File: config.mk
export PLATFORM = sky130hd
export DESIGN_NAME = product_accumulator
export DESIGN_NICKNAME = d
export VERILOG_FILES = /design/src/rtl/product_acc_pkg.sv /design/src/rtl/acc_sat_adder.sv /design/src/rtl/product_accumulator.sv
export SDC_FILE = /design/constraint.sdc
export NUM_CORES = 1
export LEC_CHECK = 0
export ABC_CLOCK_PERIOD_IN_PS = 3700
export BUFFER_PORTS_ARGS = -buffer_cell sky130_fd_sc_hd__buf_2
export CAP_MARGIN = 20
export CORE_AREA = 5 5 127 129
export CTS_CLUSTER_DIAMETER = 100
export CTS_CLUSTER_SIZE = 12
export DETAILED_ROUTE_END_ITERATION = 12
export DIE_AREA = 0 0 132 134
export GPL_TIMING_DRIVEN = 0
export PLACE_DENSITY = 0.77
export SYNTH_ARGS = -nofsm -noshare
export SYNTH_HDL_FRONTEND = slang
export SYNTH_SLANG_ARGS = --single-unit
File: constraint.sdc
create_clock -name clk -period 3.7 [get_ports clk]
set_input_delay 0 -clock clk [delete_from_list [all_inputs] [get_ports clk]]
set_output_delay 0 -clock clk [all_outputs]
set_load 0.1 [all_outputs]
File: src/rtl/product_acc_pkg.sv
// Shared types and helpers for the product accumulator.
// PRODUCT_ACC_SAT_EN (see acc_sat_adder) selects saturating instead of wrapping sums.
package product_acc_pkg;

  localparam int PRODUCT_W = 64;
  // Upper bound on any accumulator width; callers cast the result down to ACC_W.
  localparam int ACC_W_MAX = 512;

  typedef enum logic [1:0] {
    IDLE  = 2'd0,
    ACCUM = 2'd1,
    HOLD  = 2'd2
  } acc_state_t;

  function automatic logic [ACC_W_MAX-1:0] zext_product(input logic [PRODUCT_W-1:0] p);
    return {{(ACC_W_MAX - PRODUCT_W){1'b0}}, p};
  endfunction

endpackage

File: src/rtl/acc_sat_adder.sv
// ACC_W-bit unsigned adder with carry out.
// With PRODUCT_ACC_SAT_EN defined the sum clamps to all ones on carry; otherwise it wraps.
module acc_sat_adder #(
  parameter int ACC_W = 72
) (
  input  logic [ACC_W-1:0] a,
  input  logic [ACC_W-1:0] b,
  output logic [ACC_W-1:0] sum,
  output logic             carry
);

  logic [ACC_W:0] raw;

  assign raw   = {1'b0, a} + {1'b0, b};
  assign carry = raw[ACC_W];

`ifdef PRODUCT_ACC_SAT_EN
  // Once clamped, any later non-zero term carries again, so the clamp persists for the frame.
  assign sum = carry ? {ACC_W{1'b1}} : raw[ACC_W-1:0];
`else
  assign sum = raw[ACC_W-1:0];
`endif

endmodule

File: src/rtl/product_accumulator.sv
// Sums a frame of 64-bit unsigned products and presents the total on a valid/ready port.
// Build option PRODUCT_ACC_SAT_EN makes the sum saturate instead of wrap.
module product_accumulator
  import product_acc_pkg::*;
#(
  parameter  int ACC_W     = 72,
  parameter  int MAX_TERMS = 256,
  localparam int CNT_W     = $clog2(MAX_TERMS + 1)
) (
  input  logic                 clk,
  input  logic                 rst,
  input  logic                 in_valid,
  output logic                 in_ready,
  input  logic [PRODUCT_W-1:0] in_product,
  input  logic                 in_last,
  output logic                 out_valid,
  input  logic                 out_ready,
  output logic [ACC_W-1:0]     out_sum,
  output logic [CNT_W-1:0]     out_count,
  output logic                 out_overflow,
  output logic                 out_truncated
);

  // Handshakes: a beat moves when valid && ready are both high at posedge clk.
  // in_ready depends only on registered state and rst; out_valid only on registered state.

  acc_state_t       state;
  logic [ACC_W-1:0] sum_q;
  logic [CNT_W-1:0] count_q;
  logic             ovf_q;
  logic             trunc_q;

  logic [ACC_W-1:0] prod_ext;
  logic [ACC_W-1:0] add_a;
  logic [ACC_W-1:0] add_sum;
  logic             add_carry;
  logic [CNT_W-1:0] count_next;
  logic             accept;
  logic             close;

  assign prod_ext   = ACC_W'(zext_product(in_product));
  assign in_ready   = (state != HOLD) && rst;
  assign accept     = in_valid && in_ready;
  assign add_a      = (state == ACCUM) ? sum_q : '0;
  assign count_next = (state == ACCUM) ? count_q + CNT_W'(1) : CNT_W'(1);
  assign close      = in_last || (count_next == CNT_W'(MAX_TERMS));

  acc_sat_adder #(
    .ACC_W(ACC_W)
  ) u_adder (
    .a    (add_a),
    .b    (prod_ext),
    .sum  (add_sum),
    .carry(add_carry)
  );

  always_ff @(posedge clk) begin
    if (!rst) begin
      state   <= IDLE;
      sum_q   <= '0;
      count_q <= '0;
      ovf_q   <= 1'b0;
      trunc_q <= 1'b0;
    end else begin
      case (state)
        IDLE, ACCUM: begin
          if (accept) begin
            sum_q   <= add_sum;
            count_q <= count_next;
            ovf_q   <= ((state == ACCUM) && ovf_q) || add_carry;
            trunc_q <= close && !in_last;
            state   <= close ? HOLD : ACCUM;
          end
        end
        HOLD: begin
          if (out_ready) state <= IDLE;
        end
        default: state <= IDLE;
      endcase
    end
  end

  assign out_valid     = (state == HOLD);
  assign out_sum       = sum_q;
  assign out_count     = count_q;
  assign out_overflow  = ovf_q;
  assign out_truncated = trunc_q;

endmodule

# Word level (Yosys, flattened, before mapping)
# Cells that the tools add are included.
[word_totals]
input_bits = 69
elab_cells = 30
ff_bits = 85
output_inout_bits = 85
[classes]
muxes = 6
addsub = 2
eq_ne = 6
n_reduce_logical = 11
[ops]
columns = ["cell", "n"]
rows = [
  ["adder 72 x 64 -> 73 bit", 1],
  ["two-way mux 72 bit", 1],
  ["adder 9 x 1 -> 9 bit, second input constant", 1],
  ["equality test 9 bit, second input constant", 1],
  ["two-way mux 9 bit", 1],
  ["two-way mux 2 bit", 3],
  ["logical AND 1 bit", 4],
  ["inequality test 2 bit, second input constant", 2],
  ["one-hot mux 2 bit (2 select lines)", 1],
  ["AND reduction 2 bit", 2],
  ["equality test 2 x 1 -> 1 bit, second input constant", 1],
  ["equality test 2 bit, second input constant", 1],
  ["zero test 2 bit", 1],
  ["logical OR 1 bit", 2],
  ["inequality test 2 x 1 -> 1 bit, second input constant", 1],
  ["OR reduction 2 bit", 1],
  ["zero test 1 bit", 1],
]

# Logic depth before layout (Yosys ltp)
[depth]
depth_word = 7
ltp_mapped = 17

# Modules after synthesis
# From an unflattened synthesis, not the netlist that was laid out.
[unflattened]
hier_cells = 1120
hier_area_um2 = 8244.2
[by_module_without_submodules]
columns = ["mod", "instances", "cells_each", "area_per_inst_um2", "seq_area_each_um2"]
rows = [
  ["acc_sat_adder", 1, 628, 4355.4, 0.0],
  ["product_accumulator", 1, 492, 3888.7, 1701.6],
]

# Worst setup path after synthesis
# OpenSTA, ideal clock, no wires.
[synth_path]
path_kind = "reg-to-reg"
from = "reg state[0]"
to = "reg sum_q[66], in the netlist out_sum[66]"
t_arrival_ps = 3939
setup_slack_ps = -315
setup_time_ps = 76
synth_period_minus_slack_ps = 4015
path_stages_with_launch = 17
required_time_ps = 3624
path_buffers = 3
path_cell_list = "dfxtp_1 > nor2b_1 > clkbuf_1 > clkbuf_1 > clkbuf_1 > and2_1 > ha_1 > o21ai_0 > a21oi_1 > a2111oi_0 > o31ai_1 > a2111oi_2 > o211ai_1 > and3_4 > o41ai_4 > mux2_4 > o211ai_2"
[synth_via]
elab_chain_cells = 4
elab_cells_between_ends = 9
cone_classes = "add/sub (1); eq/ne (2); mux (1); reduce/logical (5)"
[synth_lines]
columns = ["item", "line_no", "source"]
rows = [
  ["start, declared", "product_accumulator.sv:27", "acc_state_t state;"],
  ["start signal, assigned", "product_accumulator.sv:72", "state <= close ? HOLD : ACCUM;"],
  ["parallel branches: the longest is 4 deep, another holds adder 72 x 64 -> 73 bit", "-", ""],
  ["end signal, assigned", "product_accumulator.sv:68", "sum_q <= add_sum;"],
  ["end, declared", "product_accumulator.sv:28", "logic [ACC_W-1:0] sum_q;"],
]
# Parallel ways; which one is timed is not known.
# A chain may end at the register's enable or synchronous reset.

# Worst setup path after layout
# Ends and elaborated chain as after synthesis.

==> flow_metrics.env <==
export IMPL_die_width_um=132
export IMPL_cp_slowest_stage_delay_ns=0.43
export IMPL_cts_buffers=9
export IMPL_floorplan_io_pins=154
export IMPL_detailed_place_hpwl_um=17500
export IMPL_detailed_place_area_um2=8470
export IMPL_unrepaired_setup_endpoints_after_global_routing="true"
export IMPL_core_region_area_um2=14900
export IMPL_worst_r2r_startpoint="state[0]"
export IMPL_routed_wire_length_per_instance_um=17.4
export IMPL_timing_critical_path_to_type="flop"
export IMPL_postSynthCellCount=1035
export IMPL_synth_top_cell_area_share=0.229
export IMPL_timing_max_slew_rel_slack=0.491
export IMPL_initial_core_util=0.498
export IMPL_ff2ff_setup_slack_ns=-0.23
export IMPL_numClockSinks=85
export IMPL_synth_net_count=1170
export IMPL_violations="setup timing"
export IMPL_row_count=45
export IMPL_finalWorstSetupSlack_ns=-0.230
export IMPL_max_vdd_drop_mv=0.197
export IMPL_via_count_of_the_first_global_routing_pass=7897
export IMPL_avgSynthCellArea_um2=7.18
export IMPL_timing_fmax_mhz=254
export IMPL_syn_to_final_growth_pct=30.4
export IMPL_max_cap_violations=0
export IMPL_synth_distinct_cells=66
export IMPL_reg2reg_depth=16
export IMPL_cp_launch_type="flop"
export IMPL_top_post_synthesis_cells_by_area="sky130_fd_sc_hd__dfxtp_1 (23%), sky130_fd_sc_hd__ha_1 (11%), sky130_fd_sc_hd__a21oi_1 (9.5%)"
export IMPL_clock_skew_final_ns=0.00978
export IMPL_clock_tree_from_tritoncts="done"
export IMPL_worstPathCellList="nor2b_4 -> clkbuf_16 -> buf_6 -> and2_4 -> fa_2 -> a211oi_4 -> o211ai_2 -> a211oi_4 -> o21ai_4 -> a2111oi_4 -> o211ai_1 -> and3_4 -> o41ai_4 -> buf_4 -> mux2_4 -> o211ai_2"
export IMPL_leakage_power_nw=4.27
export IMPL_post_route_cell_area_um2=9690
export IMPL_diodes=0
export IMPL_dieArea_um2=17700
export IMPL_power_density_nw_per_um2=297
export IMPL_avgViaCountPerCell=5.94
export IMPL_overall_die_height_um=134
export IMPL_synth_seq_cells=85
export IMPL_dominantRegCellSynth="sky130_fd_sc_hd__dfxtp_1"
export IMPL_synth_cell_area_um2=7430
export IMPL_clock_latency_ns=0.35
export IMPL_largest_net_degree_at_the_start_of_global_routing=15
export IMPL_worst_path_stages=16
export IMPL_synth_seq_area_share=0.229
export IMPL_drt_pass1_iterations=5
export IMPL_timing_critical_path_buf_inv=3
export IMPL_drt_initial_drc_count=738
export IMPL_port_buffer_count=153
export IMPL_layout_min_cycle_time_ns=3.93
export IMPL_clkTransAtPathRegs_ns=0.07
export IMPL_detail_route_wirelength_um=24800
export IMPL_setup_viol=8
export IMPL_min_period_over_period=1.06
export IMPL_proportion_of_layout_cells_with_a_drive_suffix_above_1=0.248
export IMPL_synth_edff_count=0
export IMPL_crit_path_top_delay_cell="sky130_fd_sc_hd__a2111oi_4"
export IMPL_setup_worst_path_start="state[0]"
export IMPL_status="finished with violations"
export IMPL_clock_tree_root_cell="sky130_fd_sc_hd__clkbuf_16"
export IMPL_remaining_number_of_nets_flagged_by_the_antenna_check_after_routing=0
export IMPL_hp_class="input pin to flop"
export IMPL_final_net_count=1367
export IMPL_wire_length_of_the_first_global_routing_pass_um=38100
export IMPL_global_route_overflow_total=0
export IMPL_detail_route_drc_violations=0
export IMPL_max_clock_path_buffers=2
export IMPL_synth_area_leader_cell="sky130_fd_sc_hd__dfxtp_1"
export IMPL_ys_warnings_count=0
export IMPL_timing_critical_path_arrival_ns=4.21
export IMPL_crit_path_end="out_sum[66]"
export IMPL_grt_antenna_before_repair=0
export IMPL_n_fill_cell=1335
export IMPL_critical_path_class="flop to flop"
export IMPL_critical_path_top_delay_family="compound AO/OA/AOI/OAI gates"
export IMPL_final_total_pwr_mw=2.87
export IMPL_cts_htree_levels=3
export IMPL_multi_input_area_um2=6050
export IMPL_crit_path_max_fanout=5
export IMPL_timing_hold_violations_final=0
export IMPL_async_set_or_reset_flop_fraction_in_the_synthesized_netlist=0
export IMPL_timing_worst_slew_pin_value_ns=0.764
export IMPL_regArea_um2=1710
export IMPL_maxSlewViolCount=0
export IMPL_globalplace_congestion=0.974
export IMPL_worst_r2r_endpoint="out_sum[66]"
export IMPL_vias=8460
export IMPL_cp_required_ns=3.98
export IMPL_grt_use_total=0.259
metal layers:
metal  part of all wire  wire length (um)  global-route usage  up-vias
li1                   -                 -                   -     4092
met1               0.44             10900               0.344     3934
met2               0.45             11300               0.414      361
met3              0.069              1710              0.0409       73
met4              0.037               927               0.122        0
met5                  0                 0                   0        -
layout make-up:
class / count / share of cell area
multi-input combinational: 880 / 0.625
sequential: 85 / 0.176
timing repair buffer: 190 / 0.110
buffer: 50 / 0.0262
tap: 188 / 0.0243
clock buffer: 10 / 0.0236
clock inverter: 6 / 0.00904
inverter: 16 / 0.00620
state kept, by name (all words and copies together), names as in the netlist:
name / cells
out_sum: 72
out_truncated: 1
out_overflow: 1
state: 2
out_count: 9
cell usage after synthesis (all sizes together), types with 11 or more instances:
cell    count
a211oi     13
nand4      22
xor2       27
inv        16
and2       69
nand3      34
ha         65
dfxtp      85
a21o       25
a21oi     141
nand2     176
nor2       64
o31ai      11
o21bai     11
o21ai      62
clkbuf     49
o211ai     13
nor3       17
xnor2      32
kinds of logic after synthesis:
group,after synthesis,synth area share
AOI/OAI and AO/OA,322,0.270
xor gates and xnor gates,59,0.0695
adders and majority gates,66,0.112
buffers and inverters,70,0.0359
DFF,85,0.229
muxes,6,0.00875
and+or+nand+nor,427,0.274
per-stage QoR:
stage	setup slack, ns	util	std cells	setup TNS [ns]	hold WS, ns
floorplan	-0.0740	-	1035	-0.0844	0.183
global placement	-0.883	0.567	1376	-16.73	0.312
detailed placement	-0.936	0.567	1376	-18.38	0.304
CTS	-0.291	0.625	1411	-1.69	0.0116
global route	-0.334	0.649	1425	-2.12	0.0445
finish	-0.230	0.649	1425	-0.961	0.0348
worst register-to-register path, stage by stage (launching register included):
cell	delay, ns
sky130_fd_sc_hd__dfxtp_4	0.34
sky130_fd_sc_hd__nor2b_4	0.14
sky130_fd_sc_hd__clkbuf_16	0.16
sky130_fd_sc_hd__buf_6	0.12
sky130_fd_sc_hd__and2_4	0.16
sky130_fd_sc_hd__fa_2	0.41
sky130_fd_sc_hd__a211oi_4	0.29
sky130_fd_sc_hd__o211ai_2	0.14
sky130_fd_sc_hd__a211oi_4	0.33
sky130_fd_sc_hd__o21ai_4	0.13
sky130_fd_sc_hd__a2111oi_4	0.44
sky130_fd_sc_hd__o211ai_1	0.18
sky130_fd_sc_hd__and3_4	0.23
sky130_fd_sc_hd__o41ai_4	0.23
sky130_fd_sc_hd__buf_4	0.20
sky130_fd_sc_hd__mux2_4	0.30
sky130_fd_sc_hd__o211ai_2	0.07
worst min-delay path by stage:
| stage | from | end | cells past startpoint |
|---|---|---|---|
| 2_1_floorplan | rst | out_sum[27] | 2 |
| 3_3_place_gp | out_ready | state[1] | 3 |
| 3_5_place_dp | out_ready | state[1] | 3 |
| 4_1_cts | in_valid | state[0] | 3 |
| 5_1_grt | rst | out_sum[27] | 3 |
| 6_report | rst | out_sum[27] | 3 |
cell usage in the layout (no fill, tap or decap), types with 34 or more instances in the layout:
cell type and n:
sky130_fd_sc_hd__nand2_1 174, sky130_fd_sc_hd__buf_2 154, sky130_fd_sc_hd__a21oi_1 130, sky130_fd_sc_hd__dfxtp_1 82, sky130_fd_sc_hd__and2_1 65, sky130_fd_sc_hd__nor2_1 62, sky130_fd_sc_hd__o21ai_0 49, sky130_fd_sc_hd__ha_1 47
sky130_fd_sc_hd__clkbuf_1 38, sky130_fd_sc_hd__nand3_1 34
power by group:
part / total (mW) / leakage (nW) / switching (mW) / internal, mW
Combinational: 0.883 / 3.42 / 0.647 / 0.236
Clock: 0.999 / 0.156 / 0.406 / 0.592
Sequential: 0.992 / 0.695 / 0.0336 / 0.958
repair_timing:
item                                    in CTS  in global routing
endpoints found under the setup margin      43                 28
setup buffers                               20                 16
gates resized for setup                     75                 66
endpoints found under the hold margin        2                  0
pin swaps                                   23                 48
hold buffers                                 2                  0
No activity file was read; power rests on OpenSTA's default activity.
